[src/rtl/ft_burst_sched.sv]
// ft_burst_sched: schedules FT600 bursts between N_CH device-to-host FIFOs
// and one host-to-device FIFO. Reads from the host win over writes; write
// channels are served round-robin, with a flush timer so that a partly
// filled FIFO is eventually drained. All strobes leave the block from flops.
module ft_burst_sched #(
  parameter int N_CH         = 2,
  parameter int LEVEL_WIDTH  = 11,
  parameter int PACKET_WORDS = 32,
  parameter int FLUSH_CYCLES = 1024
) (
  input  logic                          clk,
  input  logic                          reset,
  input  logic [N_CH*LEVEL_WIDTH-1:0]   ch_level,
  output logic [N_CH-1:0]               ch_rd_en,
  output logic [1:0]                    ch_sel,
  input  logic [LEVEL_WIDTH-1:0]        rx_free,
  output logic                          rx_wr_en,
  input  logic                          txe_n,
  input  logic                          rxf_n,
  output logic                          wr_n,
  output logic                          rd_n,
  output logic                          oe_n,
  output logic                          burst_done,
  output logic                          burst_dir,
  output logic [$clog2(PACKET_WORDS):0] burst_words
);

  localparam int CW = $clog2(PACKET_WORDS) + 1;
  localparam int TW = $clog2(FLUSH_CYCLES + 1);
  localparam logic [LEVEL_WIDTH-1:0] PKT_LVL   = LEVEL_WIDTH'(PACKET_WORDS);
  localparam logic [CW-1:0]          PKT_CNT   = CW'(PACKET_WORDS);
  localparam logic [TW-1:0]          FLUSH_MAX = TW'(FLUSH_CYCLES);
  localparam logic [1:0]             LAST_CH   = 2'(N_CH - 1);
  localparam logic [2:0]             N_CH_3    = 3'(N_CH);

  typedef enum logic [2:0] {
    ST_IDLE     = 3'd0,
    ST_WR_BURST = 3'd1,
    ST_WR_END   = 3'd2,
    ST_RD_OE    = 3'd3,
    ST_RD_BURST = 3'd4,
    ST_RD_END   = 3'd5
  } state_t;

  state_t                  state_r;
  state_t                  state_s;
  logic [LEVEL_WIDTH-1:0]  level_s [4];
  logic [TW-1:0]           timer_r [N_CH];
  logic [3:0]              elig_s;
  logic [1:0]              rr_start_s;
  logic [2:0]              rr_sum_s;
  logic [1:0]              rr_idx_s;
  logic [1:0]              grant_idx_s;
  logic                    grant_found_s;
  logic [1:0]              last_grant_r;
  logic [1:0]              sel_r;
  logic [1:0]              sel_next_s;
  logic                    read_go_s;
  logic                    write_go_s;
  logic                    grant_evt_s;
  logic [CW-1:0]           len_r;
  logic [CW-1:0]           cnt_r;
  logic [CW-1:0]           cnt_inc_s;
  logic [CW-1:0]           final_cnt_s;
  logic [CW-1:0]           grant_len_s;
  logic [CW-1:0]           burst_words_r;
  logic                    burst_dir_r;
  logic                    wr_n_r, rd_n_r, oe_n_r, rx_wr_en_r, burst_done_r;
  logic                    wr_n_s, rd_n_s, oe_n_s, rx_wr_en_s, done_s;
  logic [N_CH-1:0]         rd_en_r;
  logic [N_CH-1:0]         rd_en_s;

  // Split the packed level bus into per-channel words (unused slots read as empty)
  always_comb begin
    for (int k = 0; k < 4; k++) begin
      level_s[k] = {LEVEL_WIDTH{1'b0}};
    end
    for (int k = 0; k < N_CH; k++) begin
      level_s[k] = ch_level[k*LEVEL_WIDTH +: LEVEL_WIDTH];
    end
  end

  // A channel may burst when it holds a full packet or its flush timer expired
  always_comb begin
    elig_s = 4'b0000;
    for (int k = 0; k < N_CH; k++) begin
      elig_s[k] = (level_s[k] >= PKT_LVL) ||
                  ((level_s[k] != {LEVEL_WIDTH{1'b0}}) && (timer_r[k] == FLUSH_MAX));
    end
  end

  // Round-robin pick: walk from the lowest priority up so the first eligible
  // channel after last_grant is the one left standing
  always_comb begin
    rr_start_s    = (last_grant_r == LAST_CH) ? 2'd0 : last_grant_r + 2'd1;
    grant_idx_s   = 2'd0;
    grant_found_s = 1'b0;
    rr_sum_s      = 3'd0;
    rr_idx_s      = 2'd0;
    for (int i = N_CH - 1; i >= 0; i--) begin
      rr_sum_s      = {1'b0, rr_start_s} + 3'(i);
      rr_idx_s      = (rr_sum_s >= N_CH_3) ? 2'(rr_sum_s - N_CH_3) : rr_sum_s[1:0];
      grant_idx_s   = elig_s[rr_idx_s] ? rr_idx_s : grant_idx_s;
      grant_found_s = grant_found_s | elig_s[rr_idx_s];
    end
  end

  // Launch conditions, burst length at grant and the word count of an ending burst
  always_comb begin
    read_go_s   = !rxf_n && (rx_free >= PKT_LVL);
    write_go_s  = !txe_n && grant_found_s;
    cnt_inc_s   = cnt_r + CW'(1);
    if (level_s[grant_idx_s] >= PKT_LVL) begin
      grant_len_s = PKT_CNT;
    end else begin
      grant_len_s = level_s[grant_idx_s][CW-1:0];
    end
    if (state_r == ST_WR_BURST) begin
      final_cnt_s = txe_n ? cnt_r : cnt_inc_s;
    end else begin
      final_cnt_s = rxf_n ? cnt_r : cnt_inc_s;
    end
    grant_evt_s = (state_r == ST_IDLE) && (state_s == ST_WR_BURST);
  end

  // State register
  always_ff @(posedge clk) begin
    if (reset) begin
      state_r <= ST_IDLE;
    end else begin
      state_r <= state_s;
    end
  end

  // Next-state logic; reads take priority over writes in IDLE
  always_comb begin
    state_s = state_r;
    case (state_r)
      ST_IDLE: begin
        if (read_go_s) begin
          state_s = ST_RD_OE;
        end else if (write_go_s) begin
          state_s = ST_WR_BURST;
        end else begin
          state_s = ST_IDLE;
        end
      end
      ST_WR_BURST: begin
        if (txe_n) begin
          state_s = ST_WR_END;
        end else if (cnt_inc_s == len_r) begin
          state_s = ST_WR_END;
        end else begin
          state_s = ST_WR_BURST;
        end
      end
      ST_WR_END:   state_s = ST_IDLE;
      ST_RD_OE:    state_s = ST_RD_BURST;
      ST_RD_BURST: begin
        if (rxf_n) begin
          state_s = ST_RD_END;
        end else if (cnt_inc_s == PKT_CNT) begin
          state_s = ST_RD_END;
        end else begin
          state_s = ST_RD_BURST;
        end
      end
      ST_RD_END:   state_s = ST_IDLE;
      default:     state_s = ST_IDLE;
    endcase
  end

  // Output logic: strobe values for the state being entered, registered below
  always_comb begin
    wr_n_s     = 1'b1;
    rd_n_s     = 1'b1;
    oe_n_s     = 1'b1;
    rx_wr_en_s = 1'b0;
    rd_en_s    = {N_CH{1'b0}};
    done_s     = 1'b0;
    sel_next_s = (state_r == ST_IDLE) ? grant_idx_s : sel_r;
    case (state_s)
      ST_WR_BURST: begin
        wr_n_s = 1'b0;
        for (int k = 0; k < N_CH; k++) begin
          rd_en_s[k] = (sel_next_s == 2'(k));
        end
      end
      ST_RD_OE: oe_n_s = 1'b0;
      ST_RD_BURST: begin
        oe_n_s     = 1'b0;
        rd_n_s     = 1'b0;
        rx_wr_en_s = ~rxf_n;
      end
      ST_WR_END, ST_RD_END: done_s = 1'b1;
      default: done_s = 1'b0;
    endcase
  end

  // Strobe registers; a reset mid-burst drops every strobe on the next edge
  always_ff @(posedge clk) begin
    if (reset) begin
      wr_n_r       <= 1'b1;
      rd_n_r       <= 1'b1;
      oe_n_r       <= 1'b1;
      rx_wr_en_r   <= 1'b0;
      rd_en_r      <= {N_CH{1'b0}};
      burst_done_r <= 1'b0;
    end else begin
      wr_n_r       <= wr_n_s;
      rd_n_r       <= rd_n_s;
      oe_n_r       <= oe_n_s;
      rx_wr_en_r   <= rx_wr_en_s;
      rd_en_r      <= rd_en_s;
      burst_done_r <= done_s;
    end
  end

  // Grant bookkeeping, word counter and the per-burst result registers
  always_ff @(posedge clk) begin
    if (reset) begin
      cnt_r         <= {CW{1'b0}};
      len_r         <= {CW{1'b0}};
      sel_r         <= 2'd0;
      last_grant_r  <= LAST_CH;
      burst_words_r <= {CW{1'b0}};
      burst_dir_r   <= 1'b0;
    end else begin
      case (state_r)
        ST_IDLE: begin
          cnt_r <= {CW{1'b0}};
          if (grant_evt_s) begin
            sel_r        <= grant_idx_s;
            last_grant_r <= grant_idx_s;
            len_r        <= grant_len_s;
          end
        end
        ST_WR_BURST: begin
          if (!txe_n) begin
            cnt_r <= cnt_inc_s;
          end
          if (state_s == ST_WR_END) begin
            burst_words_r <= final_cnt_s;
            burst_dir_r   <= 1'b1;
          end
        end
        ST_RD_BURST: begin
          if (!rxf_n) begin
            cnt_r <= cnt_inc_s;
          end
          if (state_s == ST_RD_END) begin
            burst_words_r <= final_cnt_s;
            burst_dir_r   <= 1'b0;
          end
        end
        default: cnt_r <= cnt_r;
      endcase
    end
  end

  // Flush timers: count while a channel waits with data, clear when empty or served
  always_ff @(posedge clk) begin
    for (int k = 0; k < N_CH; k++) begin
      if (reset) begin
        timer_r[k] <= {TW{1'b0}};
      end else if (level_s[k] == {LEVEL_WIDTH{1'b0}}) begin
        timer_r[k] <= {TW{1'b0}};
      end else if (grant_evt_s && (grant_idx_s == 2'(k))) begin
        timer_r[k] <= {TW{1'b0}};
      end else if (((state_r == ST_WR_BURST) || (state_r == ST_WR_END)) && (sel_r == 2'(k))) begin
        timer_r[k] <= {TW{1'b0}};
      end else if (timer_r[k] != FLUSH_MAX) begin
        timer_r[k] <= timer_r[k] + TW'(1);
      end
    end
  end

  assign wr_n        = wr_n_r;
  assign rd_n        = rd_n_r;
  assign oe_n        = oe_n_r;
  assign rx_wr_en    = rx_wr_en_r;
  assign ch_rd_en    = rd_en_r;
  assign ch_sel      = sel_r;
  assign burst_done  = burst_done_r;
  assign burst_dir   = burst_dir_r;
  assign burst_words = burst_words_r;

endmodule

[config.mk]
export PLATFORM = sky130hd
export DESIGN_NAME = ft_burst_sched
export DESIGN_NICKNAME = d
export VERILOG_FILES = /design/src/rtl/ft_burst_sched.sv
export SDC_FILE = /design/constraint.sdc
export NUM_CORES = 1
export LEC_CHECK = 0
export CORE_ASPECT_RATIO = 1.25
export CORE_UTILIZATION = 26
export CTS_CLUSTER_SIZE = 12
export DETAILED_ROUTE_END_ITERATION = 10
export GPL_ROUTABILITY_DRIVEN = 0
export PLACE_DENSITY_LB_ADDON = 0.12
export SLEW_MARGIN = 20
export SYNTH_ARGS = -nofsm -noshare
export SYNTH_HDL_FRONTEND = slang
export SYNTH_SLANG_ARGS = --single-unit
[constraint.sdc]
create_clock -name clk -period 3.6 [get_ports clk]
set_input_delay 0.36 -clock clk [delete_from_list [all_inputs] [get_ports clk]]
set_output_delay 0.36 -clock clk [all_outputs]
set_load 0.03 [all_outputs]
==> metrics.yaml <==
critical_path:
  crit_path_cell_trace: "inv_1 -> ha_1 -> nor4b_1 -> nand4b_1 -> o311a_1 -> a21oi_1 -> nand2_1 -> nand3_1 -> buf_4"
  max_stage_delay_ns: 0.48
  r2r_start: "timer_r[0][0]"
  ff2ff_setup_slack_ns: 0.49
  reg2reg_to: "timer_r[1][3]"
  critPathMaxFanout: 11
  arrival_ns: 3.12
  cp-end-kind: "flop"
  slowest_stage: "a21oi_1"
  worst_setup_path_start_kind: "flop"
  r2r_cells: 9
  crit_required_ns: 3.60
  worstSetupPathType: "reg2reg"
floorplanning:
  pin_count: 53
  core_area_mm2: 0.0117
  die-area_mm2: 0.0125
  start_util_pct: 26.8
  die_width_um: 100
  die_h_um: 125
  rows: 44
clock_tree:
  cts_num_sinks: 54
  clock_path_buffers: 2
  cts_root_buffer: "clkbuf_16"
  htree_levels: 2
  post_cts_buffers: 0
  holdBufCountCts: 0
  path_clk_slew_ns: 0.07
  cts_buffers: 5
  clk-insertion-delay-late_ns: 0.30
  cts_tree: "done"
  postCtsResizedCells: 0
sta:
  tightest_slew_ns: 0.699
  grt_setup_unrepaired: "no"
  finalCritPeriodShare_pct: 86.5
  maxSlewViolCount: 0
  clock_skew_ns: 0.00759
  setup_tns_ns: 0
  fin_crit_ns: 3.11
  max-slew-margin-rel_pct: 53.3
  max_freq_mhz: 321
  hold_viol: 0
  hold_slack_ns: 0.467
  layout_setup_ws_ns: 0.488
  setup_viol: 0
route:
  via_count: 2687
  firstDrtPassIters: 4
  via_per_inst: 4.82
  wirelength_um: 8080
  wire_per_inst_um: 14.5
  drc: 0
  drt_iter0_drc: 89
  final_antenna_net_count: 0
placement:
  hpwl_um: 5920
  io_buffer_count: 47
  place_area_mm2: 0.00377
  post-place-ws_ns: 0.480
power:
  leakagePower_uw: 0.00139
  p_comb_share_pct: 23.3
  p_clk_share_pct: 33.1
  vdd_drop_max_v: 0.000216
  power.share.switching_pct: 29.6
  p_per_area_mw_per_mm2: 428
  power_frac_seq_pct: 43.6
  switchingPower_uw: 497
  p_int_uw: 1180
layout:
  drive_gt1_share_pct: 7.83
  seq_area_mm2: 0.00130
  multi_input_area_mm2: 0.00168
  fin_area_mm2: 0.00393
  syn2layout_area_growth_pct: 25.0
  n_antenna_cell: 0
  nFillCells: 1236
  nets: 437
synthesis:
  synth-seq-cells: 54
  synthMuxAreaShare_pct: 1.91
  synth_fp_nets: 396
  ys_seq_area_share_pct: 41.4
  ys_async_sr_fraction_pct: 0
  syn-instance-count: 354
  yosysUniqueCellTypes: 59
  syn_area_per_cell_um2: 8.89
  ys.warnings.count: 0
  synth_xor_area_share_pct: 8.63
  synthFlopType: "dfxtp_1"
  synth_area_mm2: 0.00315
  synth_top_family_by_area: "simple AND/OR/NAND/NOR gates"
  synth_fa_ha_area_share_pct: 1.99
  synth_edf_count: 22
  synth_compound_area_share_pct: 16.9
  yosys.area_share.simple_pct: 23.8
grt:
  grt_pass1_wl_um: 13400
  grt_max_degree: 22
  grtUsageTotal_pct: 13.5
  grt_pass1_vias: 2742
  grt_overflow: 0
  antenna_found_initial: 0
hold_path:
  hold_depth: 2
  hold_path_class: "reg2reg"
  whs_endpoint: "burst_dir"
  min_from: "burst_dir"
job:
  max_cap_viol_count: 0
status:
  status: "completed"
[worst max-delay path by stage]
stage | slack, ns | endpoint | from
final | 0.49 | timer_r[1][3] | timer_r[0][0]
after global routing | 0.27 | timer_r[1][1] | timer_r[0][0]
after CTS | 0.49 | timer_r[1][9] | timer_r[0][0]
after detailed placement | 0.48 | timer_r[1][6] | rx_free[7]
after global placement | 0.48 | timer_r[1][6] | rxf_n
after floorplan | 0.67 | timer_r[0][0] | timer_r[0][0]
[cell usage after synthesis (5+ instances only)]
cell      instances  area, um2
a21oi_1          19       95.1
o32ai_1           5       43.8
inv_1            13       48.8
mux2i_1           6       60.1
a211oi_1          9       67.6
ha_1              5       62.6
dfxtp_1          32        641
nor2_1           43        161
and3_1            6       37.5
xnor2_1          14        123
nor3_1           16       80.1
nand3_1          17       85.1
nor2b_1          10       62.6
nand2_1          22       82.6
o21ai_0          15       75.1
edfxtp_1         22        661
xor2_1           17        149
clkbuf_1         11       41.3
nor4_1            5       31.3
[final cells by class]
| type | count | share of cell area [%] |
|---|---|---|
| repair buffers | 56 | 13.7 |
| clock buffers | 6 | 3.28 |
| inverters | 13 | 1.24 |
| flip-flops and latches | 54 | 33.1 |
| well taps | 161 | 5.12 |
| multi-input cells | 265 | 42.6 |
| clock inverters | 2 | 0.955 |
[registers in the layout (all words and copies together), names as in the netlist]
signal,flops
state_r,3
wr_n,1
burst_done,1
cnt_r,6
ch_sel,1
burst_dir,1
rd_n,1
burst_words,6
timer_r,22
len_r,6
rx_wr_en,1
last_grant_r,2
oe_n,1
ch_rd_en,2
[routing by layer]
layer	global-route usage (%)	routed length [um]
met1	16.0	3510
met2	24.1	4150
met3	2.40	255
met4	4.86	166
met5	0	0
[stage by stage]
| stage | power [uW] | utilization, % | std cells |
|---|---|---|---|
| final | 1680 | 33.5 | 557 |
| after global routing | 1770 | 33.5 | 557 |
| after CTS | 1710 | 33.5 | 557 |
| after detailed placement | 1140 | 32.1 | 549 |
| after global placement | 1140 | 32.1 | 549 |
| after floorplan | 1000 | - | 354 |
[critical path, delay by kind of cell (launching register included)]
| kind | cells | cell delay (ns) |
|---|---|---|
| compound gates | 2 | 0.95 |
| fa+ha+maj | 1 | 0.14 |
| buf+inv | 2 | 0.32 |
| flops | 1 | 0.46 |
| simple gates | 4 | 0.94 |
[kinds of logic (layout without fill, tap and decap cells)]
logic type,after synthesis,count (layout)
AOI/OAI and AO/OA,76,76
and+or+nand+nor,147,147
xor gates and xnor gates,31,31
buffers and inverters,35,77
muxes,6,6
DFF,54,54
adders and majority gates,5,5
[cells in the final DEF (no fill, tap or decap), types with 3 or more instances in the layout]
master	instances
buf_4	9
or4_1	4
ha_1	5
o32ai_1	5
nand3_1	17
dfxtp_1	32
nor2_1	43
nor4_1	5
nor3b_1	3
a211oi_1	9
xnor2_1	14
o21ai_0	15
nor3_1	16
clkdlybuf4s50_1	47
nand4_1	3
edfxtp_1	22
and3_1	6
inv_1	13
a21oi_1	19
nand2_1	22
or3_1	3
nor2b_1	10
xor2_1	17
or2_2	3
clkbuf_16	5
mux2i_1	6
[power groups by stage]
stage | Sequential, uW | Clock (uW) | Combinational, uW
5_1_grt | 740 | 596 | 433
3_3_place_gp | 747 | 0 | 393
3_5_place_dp | 747 | 0 | 395
4_1_cts | 734 | 576 | 397
2_1_floorplan | 760 | 0 | 240
6_report | 733 | 557 | 391
Note: power is estimated with default switching activity, not from simulation.
